## src/rtl/m1_output_5_preimage_enum.sv

```systemverilog
// Preimage enumerator for the m1_output_5 projection f(x0..x5): scans all 64
// input vectors in ascending order and streams every v with f(v) == target.
module m1_output_5_preimage_enum #(
    parameter int NIN  = 6,
    parameter int CNTW = 7
) (
    input  logic            clk,
    input  logic            rst,
    input  logic            start,
    input  logic            target,
    output logic            out_valid,
    input  logic            out_ready,
    output logic [NIN-1:0]  out_vec,
    output logic            busy,
    output logic            done,
    output logic [CNTW-1:0] match_cnt
);

    if (NIN != 6) begin : g_nin_check
        $error("m1_output_5_preimage_enum: NIN must be 6");
    end

    typedef enum logic [1:0] {
        S_IDLE  = 2'd0,
        S_SCAN  = 2'd1,
        S_DRAIN = 2'd2,
        S_DONE  = 2'd3
    } state_t;

    // Projected function; x0 does not influence f, so only x1..x5 are passed.
    function automatic logic f_eval(input logic [4:0] x);
        logic x1, x2, x3, x4, x5;
        {x5, x4, x3, x2, x1} = x;
        if (x2) begin
            f_eval = x1 | (x3 ^ x4);
        end else begin
            f_eval = (x3 & ~x5) | ~(x4 ^ (x1 & ~(x3 ^ x4)));
        end
    endfunction

    localparam logic [NIN-1:0]  IDX_LAST = {NIN{1'b1}};
    localparam logic [NIN-1:0]  IDX_ONE  = {{(NIN-1){1'b0}}, 1'b1};
    localparam logic [CNTW-1:0] CNT_ONE  = {{(CNTW-1){1'b0}}, 1'b1};

    state_t          state_r, state_s;
    logic [NIN-1:0]  idx_r, idx_s;
    logic            tgt_r, tgt_s;
    logic [NIN-1:0]  vec_s;
    logic            valid_s;
    logic [CNTW-1:0] cnt_s;
    logic            busy_s, done_s;
    logic            slot_free_s, last_s, match_s;

    assign slot_free_s = !out_valid || out_ready;
    assign last_s      = (idx_r == IDX_LAST);
    assign match_s     = (f_eval(idx_r[NIN-1:1]) == tgt_r);

    // State register and registered datapath/outputs.
    always_ff @(posedge clk or posedge rst) begin
        if (rst) begin
            state_r   <= S_IDLE;
            idx_r     <= '0;
            tgt_r     <= 1'b0;
            out_vec   <= '0;
            out_valid <= 1'b0;
            match_cnt <= '0;
            busy      <= 1'b0;
            done      <= 1'b0;
        end else begin
            state_r   <= state_s;
            idx_r     <= idx_s;
            tgt_r     <= tgt_s;
            out_vec   <= vec_s;
            out_valid <= valid_s;
            match_cnt <= cnt_s;
            busy      <= busy_s;
            done      <= done_s;
        end
    end

    // Next-state logic; the scan leaves on idx 63 by state, never by wrapping.
    always_comb begin
        state_s = state_r;
        case (state_r)
            S_IDLE: begin
                if (start) state_s = S_SCAN;
                else       state_s = S_IDLE;
            end
            S_SCAN: begin
                if (slot_free_s && last_s) state_s = S_DRAIN;
                else                       state_s = S_SCAN;
            end
            S_DRAIN: begin
                if (slot_free_s) state_s = S_DONE;
                else             state_s = S_DRAIN;
            end
            S_DONE:  state_s = S_IDLE;
            default: state_s = S_IDLE;
        endcase
    end

    // Datapath/output next values; an occupied output slot freezes idx and out_vec.
    always_comb begin
        idx_s   = idx_r;
        tgt_s   = tgt_r;
        vec_s   = out_vec;
        valid_s = out_valid;
        cnt_s   = match_cnt;
        busy_s  = (state_s != S_IDLE);
        done_s  = (state_r == S_DONE);
        case (state_r)
            S_IDLE: begin
                if (start) begin
                    tgt_s = target;
                    idx_s = '0;
                    cnt_s = '0;
                end else begin
                    tgt_s = tgt_r;
                end
            end
            S_SCAN: begin
                if (slot_free_s) begin
                    if (match_s) begin
                        vec_s   = idx_r;
                        valid_s = 1'b1;
                        cnt_s   = match_cnt + CNT_ONE;
                    end else begin
                        valid_s = 1'b0;
                    end
                    if (last_s) idx_s = idx_r;
                    else        idx_s = idx_r + IDX_ONE;
                end else begin
                    idx_s = idx_r;
                end
            end
            S_DRAIN: begin
                if (slot_free_s) valid_s = 1'b0;
                else             valid_s = out_valid;
            end
            S_DONE:  valid_s = 1'b0;
            default: valid_s = 1'b0;
        endcase
    end

endmodule

```

## config.mk

```make
export PLATFORM = sky130hd
export DESIGN_NAME = m1_output_5_preimage_enum
export DESIGN_NICKNAME = d
export VERILOG_FILES = /design/src/rtl/m1_output_5_preimage_enum.sv
export SDC_FILE = /design/constraint.sdc
export NUM_CORES = 1
export LEC_CHECK = 0
export CORE_ASPECT_RATIO = 1.4
export CORE_MARGIN = 8
export CORE_UTILIZATION = 46
export DETAILED_ROUTE_END_ITERATION = 6
export GPL_ROUTABILITY_DRIVEN = 0
export PLACE_DENSITY = 0.85
export SLEW_MARGIN = 20
export SYNTH_ARGS = -nofsm -noshare
export SYNTH_HDL_FRONTEND = slang
export SYNTH_SLANG_ARGS = --single-unit
```

## constraint.sdc

```tcl
create_clock -name clk -period 1.8 [get_ports clk]
set_input_delay 0.54 -clock clk [delete_from_list [all_inputs] [get_ports clk]]
set_output_delay 0.54 -clock clk [all_outputs]
set_load 0.005 [all_outputs]
```

==> results.sh <==
export IMPL_status="complete, but fails checks"
export IMPL_violations="negative setup slack"
export IMPL_period_share_pct=114
export IMPL_setup_viol=12
export IMPL_dpl_cell_area_sq_um=1760
export IMPL_powerDensity_nw_per_um2=1980
export IMPL_layout_commonest_cell="buf_4"
export IMPL_grt_pass1_wl_um=6230
export IMPL_crit_arrival_ns=2.21
export IMPL_ys_flop_type="dfrtp_1"
export IMPL_critPathLaunchType="flip-flop"
export IMPL_fin_area_sq_um=2060
export IMPL_switching_share_pct=38.6
export IMPL_period_needed_ns=2.06
export IMPL_grt_ovfl_total=0
export IMPL_die_area_sq_um=4880
export IMPL_p_clk_share_pct=8.1
export IMPL_numPortBuffers=20
export IMPL_end_kind="flip-flop"
export IMPL_clkTransAtPathRegs_ns=0.08
export IMPL_hold_class="reg -> reg"
export IMPL_clk_latency_ns=0.27
export IMPL_rows=23
export IMPL_met3WireLength_um=185
export IMPL_n_fill_cell=203
export IMPL_worstPathMaxFanout=4
export IMPL_remaining_drc_errors=0
export IMPL_utilization_pct=72.9
export IMPL_path_cells="ha_4 -> nor3b_4 -> a211oi_4 -> mux2i_2 -> buf_4 -> mux2_4"
export IMPL_synth_seq_area_share_pct=47.2
export IMPL_first_pass_iters=5
export IMPL_layout_common_cells="35 x buf_4, 23 x dfrtp_1, 17 x clkdlybuf4s50_1"
export IMPL_postSynthCellCount=137
export IMPL_dp_hpwl_um=2680
export IMPL_ys_ff_latch=25
export IMPL_p_leak_nw=0.947
export IMPL_drtIter0Drc=65
export IMPL_power_frac_comb_pct=66.2
export IMPL_peakVddDrop_uv=1130
export IMPL_met1_length_um=1460
export IMPL_vias=1323
export IMPL_crit_slowest_cell="dfrtp_2"
export IMPL_area_growth_pct=55.1
export IMPL_layout_nets=204
export IMPL_syn_area_sq_um=1330
export IMPL_grt_use_total_pct=16.6
export IMPL_async_reset_ff_share_pct=100
export IMPL_cellInternalPower_mw=2.49
export IMPL_seqPwrFrac_pct=25.7
export IMPL_wire_per_inst_um=17.1
export IMPL_drive_above_1_share_pct=37.4
export IMPL_drv_slew=0
export IMPL_max_cap_violations=0
export IMPL_ys_warnings_count=0
export IMPL_synth_nets=145
export IMPL_max_freq_mhz=486
export IMPL_cts_root_buf="clkbuf_8"
export IMPL_cts_buffer_depth=2
export IMPL_worstSetupPathType="reg -> reg"
export IMPL_wl_um=3970
export IMPL_wl_met2_um=2270
export IMPL_hold_viol=0
export IMPL_die_x_um=61.4
export IMPL_finClkSkew_ns=0.00392
export IMPL_grt_pass1_vias=1417
export IMPL_chipHeight_um=79.5
export IMPL_drt_vias_per_instance=5.70
export IMPL_worst_pin_slew_ns=0.332
export IMPL_initial_core_util_pct=47.0
export IMPL_synthDistinctLibCells=41
export IMPL_cts_made_buffers=3
export IMPL_fin_ws_ns=-0.256
export IMPL_grt_max_degree=26
export IMPL_routed_top_layer="met4"
export IMPL_diodes=0
export IMPL_numClockSinks=25
export IMPL_r2r_slack_ns=-0.26
export IMPL_p_switching_mw=1.57
export IMPL_synth_edf_count=0
export IMPL_grt_antenna_before_repair=0
export IMPL_slew_headroom_pct=77.8
export IMPL_tritoncts="built"
export IMPL_antenna_left=0
export IMPL_avgSynthCellArea_sq_um=9.67
export IMPL_crit_required_ns=1.95
export IMPL_cpPeakStageDelay_ns=0.45
export IMPL_cts_max_level=1
export IMPL_io_pins=21
export IMPL_core_sq_um=2820
export IMPL_rsz0062_at_grt="yes"
==> stage by stage <==
stage / power [mW] / hold slack (ns) / TNS, ns / instances / worst slack (ns)
after global placement: 2.86 / 0.468 / -5.16 / 215 / -0.504
final: 4.06 / 0.516 / -1.94 / 232 / -0.256
after CTS: 3.71 / 0.508 / -2.12 / 227 / -0.251
after floorplan: 2.03 / 0.473 / -0.480 / 137 / -0.109
after detailed placement: 2.98 / 0.479 / -6.25 / 215 / -0.545
after global routing: 4.31 / 0.541 / -2.75 / 232 / -0.296
==> final cells by class <==
class                      instances  area, sq um  area share (%)
clock inverter                     1         5.00           0.243
sequential                        25          628            30.6
multi-input combinational         99          793            38.6
inverter                           8         30.0            1.46
tap                               37         46.3            2.25
clock buffer                       3         41.3            2.01
timing repair buffer              59          512            24.9
==> flip-flops by register name, indices dropped and copies added (netlist names) <==
signal     cells
tgt_r          1
match_cnt      7
busy           1
out_valid      1
state_r        2
idx_r          6
done           1
out_vec        6
==> power by group through the flow <==
| stage | logic (mW) | registers [mW] | clock network, mW |
|---|---|---|---|
| floorplan | 1.00 | 1.03 | 0 |
| global placement | 1.85 | 1.00 | 0 |
| detailed placement | 1.95 | 1.02 | 0 |
| CTS | 2.35 | 1.03 | 0.336 |
| global route | 2.87 | 1.07 | 0.363 |
| finish | 2.69 | 1.04 | 0.330 |
==> critical path: cells and delay by family (launching register included) <==
family,cells,cell delay (ns)
flops,1,0.45
simple gates,1,0.05
compound gates,1,0.28
buf+inv,1,0.21
fa+ha+maj,1,0.29
mux,2,0.67
==> cell usage after synthesis (2+ instances only) <==
library cell	n	area, sq um
dfrtp_1	25	626
clkbuf_1	2	7.51
a21oi_1	5	25.0
xnor2_1	3	26.3
buf_2	2	10.0
o21ai_0	9	45.0
nor3_1	9	45.0
nand4_1	4	25.0
o311ai_0	2	17.5
mux2i_1	2	20.0
ha_1	3	37.5
mux2_2	4	45.0
inv_1	8	30.0
nor2b_1	3	18.8
nand3_1	9	45.0
nand2_1	13	48.8
a21o_1	2	15.0
nor2_1	9	33.8
==> path summary, 6_finish.rpt <==
check                                       start                        to  depth (start not counted)
max                          idx_r[4]$_DFFE_PP0P_    out_vec[5]$_DFFE_PP0P_                          6
min reg2reg                out_vec[1]$_DFFE_PP0P_    out_vec[1]$_DFFE_PP0P_                          2
min                        out_vec[1]$_DFFE_PP0P_    out_vec[1]$_DFFE_PP0P_                          2
max reg2reg                  idx_r[4]$_DFFE_PP0P_    out_vec[5]$_DFFE_PP0P_                          6
min in group asynchronous                     rst    out_vec[4]$_DFFE_PP0P_                          3
max in group asynchronous                     rst  match_cnt[2]$_DFFE_PP0P_                          3
==> routing by layer <==
layer	track usage [%]	vias up
met1	16.5	670
met5	0	-
li1	-	610
met4	8.92	0
met2	30.4	37
met3	3.23	6
==> cells by family (layout without fill, tap and decap cells) <==
| family | count (synthesis) | in the layout | share of synthesized area (%) |
|---|---|---|---|
| buffers and inverters | 13 | 71 | 4.44 |
| muxes | 6 | 6 | 4.91 |
| xor gates and xnor gates | 3 | 3 | 1.98 |
| and+or+nand+nor | 59 | 59 | 23.5 |
| DFF | 25 | 25 | 47.2 |
| adders and majority gates | 3 | 3 | 2.83 |
| AOI/OAI and AO/OA | 28 | 28 | 15.1 |
==> timing repair <==
action	CTS	global route
pin swaps	11	12
resized for setup	18	20
hold buffers	0	0
setup endpoints to repair	22	23
setup buffers	8	7
No activity file was read; power rests on OpenSTA's default activity.
